[src/rtl/uart_tx_arbiter_if.sv]
// Bundle between the RF/ALU requesters, the UART busy flag and the TX data synchronizer.
// A request is taken on any CLK edge where VLD && RDY. The requester holds VLD and its data
// until that edge. TX_D_VLD is a one-cycle strobe with no ready: it is paced only by BUSY.
interface uart_tx_arbiter_if #(
  parameter int DATA_WIDTH = 8
);
  logic [DATA_WIDTH-1:0]   RF_DATA;
  logic                    RF_VLD;
  logic                    RF_RDY;
  logic [2*DATA_WIDTH-1:0] ALU_DATA;
  logic                    ALU_VLD;
  logic                    ALU_RDY;
  logic                    BUSY;
  logic [DATA_WIDTH-1:0]   TX_P_DATA;
  logic                    TX_D_VLD;
  logic                    TO_ERR;

  modport master (
    output RF_DATA, RF_VLD, ALU_DATA, ALU_VLD, BUSY,
    input  RF_RDY, ALU_RDY, TX_P_DATA, TX_D_VLD, TO_ERR
  );

  modport slave (
    input  RF_DATA, RF_VLD, ALU_DATA, ALU_VLD, BUSY,
    output RF_RDY, ALU_RDY, TX_P_DATA, TX_D_VLD, TO_ERR
  );
endinterface

[src/rtl/uart_tx_arbiter.sv]
// Round-robin sharing of the UART TX path between a one-byte RF source and a two-byte ALU source.
// Each byte is strobed once, and then paced on the synchronized BUSY flag with a timeout.
module uart_tx_arbiter #(
  parameter int DATA_WIDTH = 8,
  parameter int BUSY_TO    = 16
) (
  input  logic               CLK,
  input  logic               RST,
  uart_tx_arbiter_if.slave   bus,
  output logic [1:0]         dbg_state
);
  localparam int CNT_W = $clog2(BUSY_TO);

  typedef enum logic [1:0] {IDLE, LOAD, WAIT_HI, WAIT_LO} state_t;

  state_t                  state;
  logic                    rf_full;
  logic [DATA_WIDTH-1:0]   rf_q;
  logic                    alu_full;
  logic [2*DATA_WIDTH-1:0] alu_q;
  logic                    grant_alu;
  logic                    last_alu;
  logic                    byte_idx;
  logic [CNT_W-1:0]        to_cnt;
  logic [DATA_WIDTH-1:0]   tx_data_q;
  logic                    tx_vld_q;

  logic gnt_alu;
  logic to_hit;
  logic byte_done;

  // On a tie the source that did not win last time goes first; a lone requester always wins.
  assign gnt_alu   = (rf_full && alu_full) ? !last_alu : alu_full;
  assign to_hit    = (state == WAIT_HI) && !bus.BUSY && (to_cnt == CNT_W'(BUSY_TO - 1));
  assign byte_done = to_hit || ((state == WAIT_LO) && !bus.BUSY);

  assign bus.RF_RDY    = !rf_full;
  assign bus.ALU_RDY   = !alu_full;
  assign bus.TX_P_DATA = tx_data_q;
  assign bus.TX_D_VLD  = tx_vld_q;
  assign bus.TO_ERR    = to_hit;
  assign dbg_state     = state;

  always_ff @(posedge CLK) begin
    if (RST) begin
      state     <= IDLE;
      rf_full   <= 1'b0;
      rf_q      <= '0;
      alu_full  <= 1'b0;
      alu_q     <= '0;
      grant_alu <= 1'b0;
      last_alu  <= 1'b1;
      byte_idx  <= 1'b0;
      to_cnt    <= '0;
      tx_data_q <= '0;
      tx_vld_q  <= 1'b0;
    end else begin
      tx_vld_q <= 1'b0;

      if (bus.RF_VLD && !rf_full) begin
        rf_q    <= bus.RF_DATA;
        rf_full <= 1'b1;
      end
      if (bus.ALU_VLD && !alu_full) begin
        alu_q    <= bus.ALU_DATA;
        alu_full <= 1'b1;
      end

      case (state)
        IDLE: begin
          // A stale BUSY from a previous frame holds off every grant.
          if (!bus.BUSY && (rf_full || alu_full)) begin
            grant_alu <= gnt_alu;
            byte_idx  <= 1'b0;
            tx_vld_q  <= 1'b1;
            tx_data_q <= gnt_alu ? alu_q[DATA_WIDTH-1:0] : rf_q;
            state     <= LOAD;
          end
        end
        LOAD: begin
          to_cnt <= '0;
          state  <= WAIT_HI;
        end
        WAIT_HI: begin
          if (bus.BUSY) state <= WAIT_LO;
          else if (!to_hit) to_cnt <= to_cnt + CNT_W'(1);
        end
        default: ;
      endcase

      // A timed-out byte finishes the same way as one whose BUSY pulse came and went.
      if (byte_done) begin
        if (grant_alu && !byte_idx) begin
          byte_idx  <= 1'b1;
          tx_vld_q  <= 1'b1;
          tx_data_q <= alu_q[2*DATA_WIDTH-1:DATA_WIDTH];
          state     <= LOAD;
        end else begin
          state    <= IDLE;
          last_alu <= grant_alu;
          if (grant_alu) alu_full <= 1'b0;
          else rf_full <= 1'b0;
        end
      end
    end
  end
endmodule
[src/flat_wrapper.sv]
// flat-port wrapper written by rule: the top's interface ports become plain ports
module uart_tx_arbiter_flat 
#(
  parameter int DATA_WIDTH = 8,
  parameter int BUSY_TO    = 16
)
  (CLK, RST, dbg_state, bus_RF_DATA, bus_RF_VLD, bus_ALU_DATA, bus_ALU_VLD, bus_BUSY, bus_RF_RDY, bus_ALU_RDY, bus_TX_P_DATA, bus_TX_D_VLD, bus_TO_ERR);
  uart_tx_arbiter_if #(.DATA_WIDTH(DATA_WIDTH)) bus_i ();
  input  logic CLK;
  input  logic RST;
  output logic [1:0] dbg_state;
  input wire logic [$bits(bus_i.RF_DATA)-1:0] bus_RF_DATA;
  input wire logic [$bits(bus_i.RF_VLD)-1:0] bus_RF_VLD;
  input wire logic [$bits(bus_i.ALU_DATA)-1:0] bus_ALU_DATA;
  input wire logic [$bits(bus_i.ALU_VLD)-1:0] bus_ALU_VLD;
  input wire logic [$bits(bus_i.BUSY)-1:0] bus_BUSY;
  output wire logic [$bits(bus_i.RF_RDY)-1:0] bus_RF_RDY;
  output wire logic [$bits(bus_i.ALU_RDY)-1:0] bus_ALU_RDY;
  output wire logic [$bits(bus_i.TX_P_DATA)-1:0] bus_TX_P_DATA;
  output wire logic [$bits(bus_i.TX_D_VLD)-1:0] bus_TX_D_VLD;
  output wire logic [$bits(bus_i.TO_ERR)-1:0] bus_TO_ERR;
  assign bus_i.RF_DATA = bus_RF_DATA;
  assign bus_i.RF_VLD = bus_RF_VLD;
  assign bus_i.ALU_DATA = bus_ALU_DATA;
  assign bus_i.ALU_VLD = bus_ALU_VLD;
  assign bus_i.BUSY = bus_BUSY;
  assign bus_RF_RDY = bus_i.RF_RDY;
  assign bus_ALU_RDY = bus_i.ALU_RDY;
  assign bus_TX_P_DATA = bus_i.TX_P_DATA;
  assign bus_TX_D_VLD = bus_i.TX_D_VLD;
  assign bus_TO_ERR = bus_i.TO_ERR;
  uart_tx_arbiter #(.DATA_WIDTH(DATA_WIDTH), .BUSY_TO(BUSY_TO)) u_core (.CLK(CLK), .RST(RST), .bus(bus_i), .dbg_state(dbg_state));
endmodule
[config.mk]
export PLATFORM = sky130hd
export DESIGN_NAME = uart_tx_arbiter_flat
export DESIGN_NICKNAME = d
export VERILOG_FILES = /design/src/rtl/uart_tx_arbiter_if.sv /design/src/rtl/uart_tx_arbiter.sv /design/src/flat_wrapper.sv
export SDC_FILE = /design/constraint.sdc
export NUM_CORES = 1
export LEC_CHECK = 0
export CORE_MARGIN = 2
export CORE_UTILIZATION = 45
export CTS_CLUSTER_SIZE = 40
export DETAILED_ROUTE_END_ITERATION = 10
export PLACE_DENSITY_LB_ADDON = 0.12
export SLEW_MARGIN = 20
export SYNTH_ARGS = -nofsm -noshare
export SYNTH_HDL_FRONTEND = slang
export SYNTH_SLANG_ARGS = --single-unit
[constraint.sdc]
create_clock -name CLK -period 1.7 [get_ports CLK]
set_input_delay 0.255 -clock CLK [delete_from_list [all_inputs] [get_ports CLK]]
set_output_delay 0.255 -clock CLK [all_outputs]
set_load 0.01 [all_outputs]
# Word level (Yosys, flattened, before mapping)
# Cells that the tools add are included.
# classes
add_sub_neg,1
eq_ne,8
n_mux,30
bitwise_logic,1
n_reduce_logical,22
# op_table
operator,n
8-bit two-way mux,5
1-bit two-way mux,18
1-bit logical AND,8
4-bit two-way mux,2
4-bit one-hot mux with 2 select lines,1
2-bit two-way mux,3
2-bit one-hot mux with 3 select lines,1
3-bit AND reduction,2
1-bit zero test,5
4-bit by 1-bit adder with 4-bit output (second input constant),1
2-bit equality test (second input constant),2
4-bit equality test (second input constant),1
2-bit != test (second input constant),2
2-bit AND reduction,2
4-bit nonzero test,1
3-bit by 1-bit != test with 1-bit output (second input constant),1
3-bit by 2-bit != test with 1-bit output (second input constant),1
2-bit by 1-bit equality test with 1-bit output (second input constant),1
2-bit zero test,1
1-bit logical OR,2
2-bit nonzero test,1
1-bit inverter,1
# word_totals
ff_bits,44
input_bits,29
wordCells,73

# Longest topological paths before layout
# Gate-level depths: netlist of the first run.
# depth
depth_word,7
depth_mapped,7
depth_no_buf,6

# Worst setup path before layout of the first run
# No wires, ideal clock.
# synth_timing
path_type,flip-flop to flip-flop
from,"reg u_core.state[0], in the netlist u_core.dbg_state[0]"
to,"reg u_core.tx_data_q[0], in the netlist u_core.bus.TX_P_DATA[0]"
t_arrival_ns,1.629
required_time_ns,1.582
path_slack_ns,-0.047
stages_incl_launch_ff,8
period_less_slack_ns,1.747
cell_sequence,dfxtp_1 -> inv_1 -> ha_1 -> a41oi_2 -> nor4b_4 -> or2_1 -> buf_6 -> o21ai_1
# synth_via
elab_chain_cells,5
# synth_lines
item,line_no,rtl
"start, declared",uart_tx_arbiter.sv:16,state_t state;
"start signal, assigned",uart_tx_arbiter.sv:46,state <= IDLE;
"start signal, assigned",uart_tx_arbiter.sv:77,state <= LOAD;
"start signal, assigned",uart_tx_arbiter.sv:82,state <= WAIT_HI;
2-bit equality test,uart_tx_arbiter.sv:34,assign to_hit = (state == WAIT_HI) && !bus.BUSY && (to_cnt == CNT_W'(BUSY_TO - 1));
1-bit logical AND (2 in series),uart_tx_arbiter.sv:34,
1-bit logical OR,uart_tx_arbiter.sv:35,assign byte_done = to_hit || ((state == WAIT_LO) && !bus.BUSY);
8-bit two-way mux (*),uart_tx_arbiter.sv:92,if (byte_done) begin
"end signal, assigned",uart_tx_arbiter.sv:76,tx_data_q <= gnt_alu ? alu_q[DATA_WIDTH-1:0] : rf_q;
"end signal, assigned",uart_tx_arbiter.sv:96,tx_data_q <= alu_q[2*DATA_WIDTH-1:DATA_WIDTH];
"end, declared",uart_tx_arbiter.sv:25,logic [DATA_WIDTH-1:0] tx_data_q;
# Every way passes the cells marked *; elsewhere a longest branch is shown, timed or not.
# A chain may end at the register's enable or synchronous reset.

# Worst setup path after layout of the first run
# layout_timing
from,reg u_core.to_cnt[1]
to,out bus_TO_ERR
# layout_via
elab_chain_cells,2
# layout_lines
item,line_no,rtl
"start, declared",uart_tx_arbiter.sv:24,logic [CNT_W-1:0] to_cnt;
"start signal, assigned",uart_tx_arbiter.sv:86,else if (!to_hit) to_cnt <= to_cnt + CNT_W'(1);
4-bit equality test,uart_tx_arbiter.sv:34,
1-bit logical AND,uart_tx_arbiter.sv:34,
"end, declared",flat_wrapper.sv:21,output wire logic [$bits(bus_i.TO_ERR)-1:0] bus_TO_ERR;
# Every way passes these cells.

==> results of run 1 <==
kinds of logic (layout without fill, tap and decap cells):
| group | Yosys count | in the layout | share of synthesized area |
|---|---|---|---|
| compound gates | 41 | 41 | 0.138 |
| xor+xnor | 1 | 1 | 0.00447 |
| fa+ha+maj | 6 | 6 | 0.0383 |
| buf+inv | 15 | 69 | 0.0338 |
| flops | 44 | 44 | 0.449 |
| mux | 24 | 24 | 0.128 |
| simple gates | 83 | 83 | 0.209 |
path summary, 6_finish.rpt:
path                       startpoint                 endpoint  slack, ns  depth (start not counted)
setup reg to reg  u_core.dbg_state[0]  u_core.bus.TX_P_DATA[6]       0.13                          7
hold / removal        u_core.alu_q[7]          u_core.alu_q[7]       0.45                          2
setup / recovery     u_core.to_cnt[1]               bus_TO_ERR        0.1                          4
hold reg to reg       u_core.alu_q[7]          u_core.alu_q[7]       0.45                          2
layout by cell type (no fill, tap or decap), types with 3 or more instances in the layout:
master | synthesis | routed
dfxtp_1 | 44 | 42
nor3_1 | 3 | 3
nand3_1 | 7 | 7
nor2b_1 | 5 | 5
or2_1 | 4 | 4
nor2_1 | 15 | 15
a21oi_1 | 23 | 23
nand3b_1 | 9 | 9
mux2i_1 | 16 | 16
buf_4 | 0 | 14
nand2_1 | 35 | 35
o21ai_2 | 7 | 7
inv_1 | 4 | 3
clkdlybuf4s50_1 | 0 | 41
clkbuf_8 | 0 | 5
ha_1 | 6 | 4
mux2_2 | 8 | 8
sequential cells by signal (all words and copies together), names as in the netlist, 2 cells and up:
| name | count |
|---|---|
| u_core.bus.TX_P_DATA | 8 |
| u_core.rf_q | 8 |
| u_core.dbg_state | 2 |
| u_core.to_cnt | 4 |
| u_core.alu_q | 16 |
power by group through the flow:
| stage | combinational [mW] | sequential (mW) | clock (mW) |
|---|---|---|---|
| global route | 0.451 | 1.13 | 0.984 |
| CTS | 0.414 | 1.13 | 0.947 |
| detailed placement | 0.411 | 1.15 | 0 |
| finish | 0.409 | 1.12 | 0.926 |
| global placement | 0.410 | 1.15 | 0 |
| floorplan | 0.222 | 1.15 | 0 |
synthesized netlist by cell type, types with 2 or more instances:
cell,n
nand3b_1,9
a21oi_1,23
dfxtp_1,44
clkbuf_1,8
mux2_2,8
nor2b_1,5
nor2_1,15
o21ai_2,7
nand2b_1,2
nand2_1,35
ha_1,6
or2_1,4
nand3_1,7
inv_1,4
nor3_1,3
o21ai_1,2
mux2i_1,16
buf_2,2
layer usage:
metal | up-vias | wire length, µm
met2 | 32 | 1890
met1 | 752 | 1910
met4 | 0 | 63
met5 | - | 0
li1 | 850 | -
met3 | 7 | 169
area by class of cell:
class	count	area, µm²	share of cell area
Multi-Input combinational cell	155	1030	0.383
Clock buffer	5	68.8	0.0256
Sequential cell	44	883	0.329
Timing Repair Buffer	58	564	0.210
Inverter	4	15.0	0.00559
Tap cell	52	65.1	0.0242
Clock inverter	2	60.1	0.0224
per-stage QoR:
step,area (µm²),worst slack (ns),power [mW],cells
2_1_floorplan,1980,0.000555,1.37,214
3_3_place_gp,2550,-0.0627,1.56,313
3_5_place_dp,2550,-0.0289,1.56,313
4_1_cts,2690,0.0792,2.49,320
5_1_grt,2690,0.00501,2.57,320
6_report,2690,0.0966,2.46,320
worst max-delay path, cell delays in order (launching register included):
cell,delay [ns]
dfxtp_1,0.37
ha_2,0.21
nand3_1,0.11
nor2_1,0.10
dlygate4sd2_1,0.27
==> flow_metrics.env, run 1 <==
export IMPL_outcome="completed"
export IMPL_fin_hold_ws_ns=0.454
export IMPL_netlist_area_um2=1960
export IMPL_met1_usage=0.239
export IMPL_routabilityCongestion=0.833
export IMPL_die_area_um2=4900
export IMPL_clock_sinks=44
export IMPL_drcViolationCount=0
export IMPL_power_density_nw_per_um2=916
export IMPL_io_pins=43
export IMPL_grt_util_all_layers=0.174
export IMPL_finalWirelength_um=4040
export IMPL_core_um2=4260
export IMPL_route_vias_total=1641
export IMPL_synthArstFlopShare=0
export IMPL_grt_use_met3=0.0303
export IMPL_port_buffers=42
export IMPL_startpoint_type="flip-flop"
export IMPL_max_cap_viol_count=0
export IMPL_grt_pass1_vias=1504
export IMPL_synth_cell_types=32
export IMPL_synth_area_top_cells="dfxtp_1 45%, mux2i_1 8.2%, nand2_1 6.7%"
export IMPL_fillers=372
export IMPL_diodes=0
export IMPL_synth_cells=214
export IMPL_maxSlewViolCount=0
export IMPL_p_sw_frac=0.231
export IMPL_hold_class="reg -> reg"
export IMPL_clk_latency_ns=0.29
export IMPL_routedWlPerCell_um=12.6
export IMPL_fin_crit_ns=1.60
export IMPL_grt_ovfl_total=0
export IMPL_synth_ff_type="dfxtp_1"
export IMPL_switchingPower_mw=0.567
export IMPL_final_core_util=0.630
export IMPL_cts_root_buffer="clkbuf_8"
export IMPL_dr_pass1_iters=4
export IMPL_grt_max_degree=19
export IMPL_power_frac_comb=0.166
export IMPL_path_max_fanout=3
export IMPL_finalNetCount=303
export IMPL_cts_resized=3
export IMPL_post_cts_repair_setup_buffers=0
export IMPL_vias_per_cell=5.13
export IMPL_synth_net_count=249
export IMPL_fp_dieH_um=70.0
export IMPL_area_growth_pct=36.9
export IMPL_cts_max_level=2
export IMPL_grt_antenna_before_repair=0
export IMPL_fp_dieW_um=70.0
export IMPL_power_leakage_nw=1.06
export IMPL_clk_pin_slew_ns=0.08
export IMPL_worst_pin_slew_ns=0.329
export IMPL_drive_gt1_frac=0.172
export IMPL_hold_violations=0
export IMPL_skew_ns=0.0116
export IMPL_ys_seq_area_frac=0.449
export IMPL_post_dp_hpwl_um=2990
export IMPL_grt_busiest_layer="met2"
export IMPL_arrival_ns=1.35
export IMPL_synth_largest_area_cell="dfxtp_1"
export IMPL_p_int_mw=1.89
export IMPL_critical_path_class="reg -> out"
export IMPL_grt_pass1_wl_um=6840
export IMPL_cts_hold_buf=0
export IMPL_setup_viol=0
export IMPL_synth_warnings=0
export IMPL_drt_iter0_drc=88
export IMPL_power_share_clock=0.377
export IMPL_critPathRequiredTime_ns=1.44
export IMPL_timing_fmax_mhz=624
export IMPL_rsz0062_at_grt="false"
export IMPL_cts_buffers=5
export IMPL_grt_use_met2=0.272
export IMPL_synth_top_area_frac=0.449
export IMPL_cts_max_path_buffers=2
export IMPL_tns_ns=0
export IMPL_syn_avg_cell_area_um2=9.17
export IMPL_ys_ff_latch=44
export IMPL_cts_tree="done"
export IMPL_relSlewSlack=0.780
export IMPL_start_util=0.460
export IMPL_peakVddDrop_uv=538
export IMPL_ant_nets=0
export IMPL_fin_crit_sh=0.943
export IMPL_rows=24
export IMPL_synth_edff_count=0
export IMPL_seq_power_share=0.457
export IMPL_crit_path_end_kind="primary output"
No activity file was read; power rests on OpenSTA's default activity.
==> run 2, diff against run 1 <==
- REMOVE_ABC_BUFFERS: default -> 1
==> run 2 against run 1 <==
Critical path depth rose by 2. Non-clock buffer count up 3. Sequential share of layout area decreased by 0.53 points. Wire length is 4.3% higher. Setup slack better by 0.0082 ns. Clock-buffer cell count is 1 higher. Utilization grew 1.0 points.
==> flow_metrics.env, run 2 (synthesized netlist as in run 1, its figures left out) <==
export IMPL_outcome="completed"
export IMPL_fin_hold_ws_ns=0.453
export IMPL_largest_reg_flops=16
export IMPL_die_area_um2=4900
export IMPL_power_leakage_nw=1.08
export IMPL_grt_pass1_vias=1635
export IMPL_grt_util_all_layers=0.187
export IMPL_rsz0062_at_grt="false"
export IMPL_post_cts_repair_setup_buffers=0
export IMPL_maxSlewViolCount=0
export IMPL_finalInstanceArea_um2=2730
export IMPL_fp_dieH_um=70.0
export IMPL_hold_depth=2
export IMPL_layout_common_cells="42 x dfxtp_1, 41 x clkdlybuf4s50_1, 35 x nand2_1"
export IMPL_finalWirelength_um=4220
export IMPL_hold_violations=0
export IMPL_drt_iter0_drc=28
export IMPL_arrival_ns=1.81
export IMPL_finalNetCount=306
export IMPL_post_dp_hpwl_um=3060
export IMPL_critPathRequiredTime_ns=1.91
export IMPL_r2r_start="u_core.dbg_state[0]"
export IMPL_io_pins=43
export IMPL_max_cap_viol_count=0
export IMPL_drive_gt1_frac=0.184
export IMPL_grt_pass1_wl_um=7360
export IMPL_fin_crit_ns=1.60
export IMPL_timing_fmax_mhz=627
export IMPL_core_um2=4260
export IMPL_hold_class="reg -> reg"
export IMPL_routedWlPerCell_um=13.0
export IMPL_setup_viol=0
export IMPL_critical_path_class="reg -> reg"
export IMPL_routabilityCongestion=0.726
export IMPL_cts_tree="done"
export IMPL_start_util=0.460
export IMPL_worst_pin_slew_ns=0.324
export IMPL_cts_max_path_buffers=2
export IMPL_fp_dieW_um=70.0
export IMPL_clk_pin_slew_ns=0.08
export IMPL_route_vias_total=1655
export IMPL_area_growth_pct=39.2
export IMPL_port_buffers=42
export IMPL_vias_per_cell=5.11
export IMPL_grt_max_degree=27
export IMPL_clk_latency_ns=0.30
export IMPL_startpoint_type="flip-flop"
export IMPL_final_core_util=0.640
export IMPL_path_max_fanout=5
export IMPL_layout_commonest_cell="dfxtp_1"
export IMPL_place_inst=316
export IMPL_diodes=0
export IMPL_finalNonFillerCells=324
export IMPL_clock_sinks=44
export IMPL_rr_worst_depth=6
export IMPL_relSlewSlack=0.783
export IMPL_r2r_end="u_core.dbg_state[0]"
export IMPL_grt_ovfl_total=0
export IMPL_regMostFlops="u_core.alu_q"
export IMPL_ant_nets=0
export IMPL_finalWorstSetupSlack_ns=0.105
export IMPL_crit_path_end_kind="flip-flop"
export IMPL_cts_root_buffer="clkbuf_8"
export IMPL_cts_buffers=5
export IMPL_dr_pass1_iters=4
export IMPL_fin_crit_sh=0.938
export IMPL_cts_max_level=2
export IMPL_cts_resized=6
export IMPL_worstHoldStart="u_core.alu_q[2]"
export IMPL_cts_hold_buf=0
export IMPL_pre_cts_slack_ns=-0.0336
export IMPL_r2r_setup_slack_ns=0.10
export IMPL_drcViolationCount=0
export IMPL_peakVddDrop_uv=758
export IMPL_rows=24
export IMPL_min_to="u_core.alu_q[2]"
export IMPL_dpl_cell_area_um2=2560
export IMPL_power_density_nw_per_um2=875
export IMPL_skew_ns=0.00555
export IMPL_grt_antenna_before_repair=0
==> run 2: how the worst max path moves through the flow <==
stage,from,cells past startpoint,end
after floorplan,u_core.dbg_state[0],6,u_core.bus.TX_P_DATA[1]
after global placement,bus_BUSY,4,bus_TO_ERR
after detailed placement,bus_BUSY,4,bus_TO_ERR
after CTS,u_core.dbg_state[0],6,u_core.dbg_state[0]
after global routing,u_core.dbg_state[0],6,u_core.dbg_state[0]
final,u_core.dbg_state[0],6,u_core.dbg_state[0]
==> run 2: layout make-up <==
cell class / count / area (µm²)
multi-input combinational: 155 / 1060
inverter: 4 / 15.0
fill: 369 / 1530
sequential: 44 / 883
tap: 52 / 65.1
clock inverter: 2 / 38.8
clock buffer: 6 / 82.6
timing repair buffer: 61 / 587
==> run 2: layer usage <==
| layer | GRT usage | up-vias | part of all wire |
|---|---|---|---|
| met5 | 0 | - | 0 |
| met4 | 0.0855 | 0 | 0.021 |
| met3 | 0.0519 | 9 | 0.042 |
| met2 | 0.285 | 34 | 0.47 |
| met1 | 0.246 | 759 | 0.47 |
| li1 | - | 853 | - |
==> run 2: metrics by stage <==
stage	setup TNS (ns)	total power, mW
after floorplan	-1.35	1.34
after global placement	-0.0155	1.56
after detailed placement	-0.0678	1.57
after CTS	0	2.41
after global routing	0	2.51
final	0	2.39
==> run 2: worst max-delay path: stages (launching register included) <==
cell	delay, ns
dfxtp_1	0.31
buf_4	0.15
ha_1	0.23
a41oi_4	0.25
nor2_1	0.08
or2_1	0.25
o32ai_2	0.25
==> run 2: power by group <==
group	switching (mW)	total [mW]	internal, mW
clock	0.356	0.837	0.480
sequential	0.0345	1.12	1.09
combinational	0.192	0.432	0.240
total	0.583	2.39	1.81
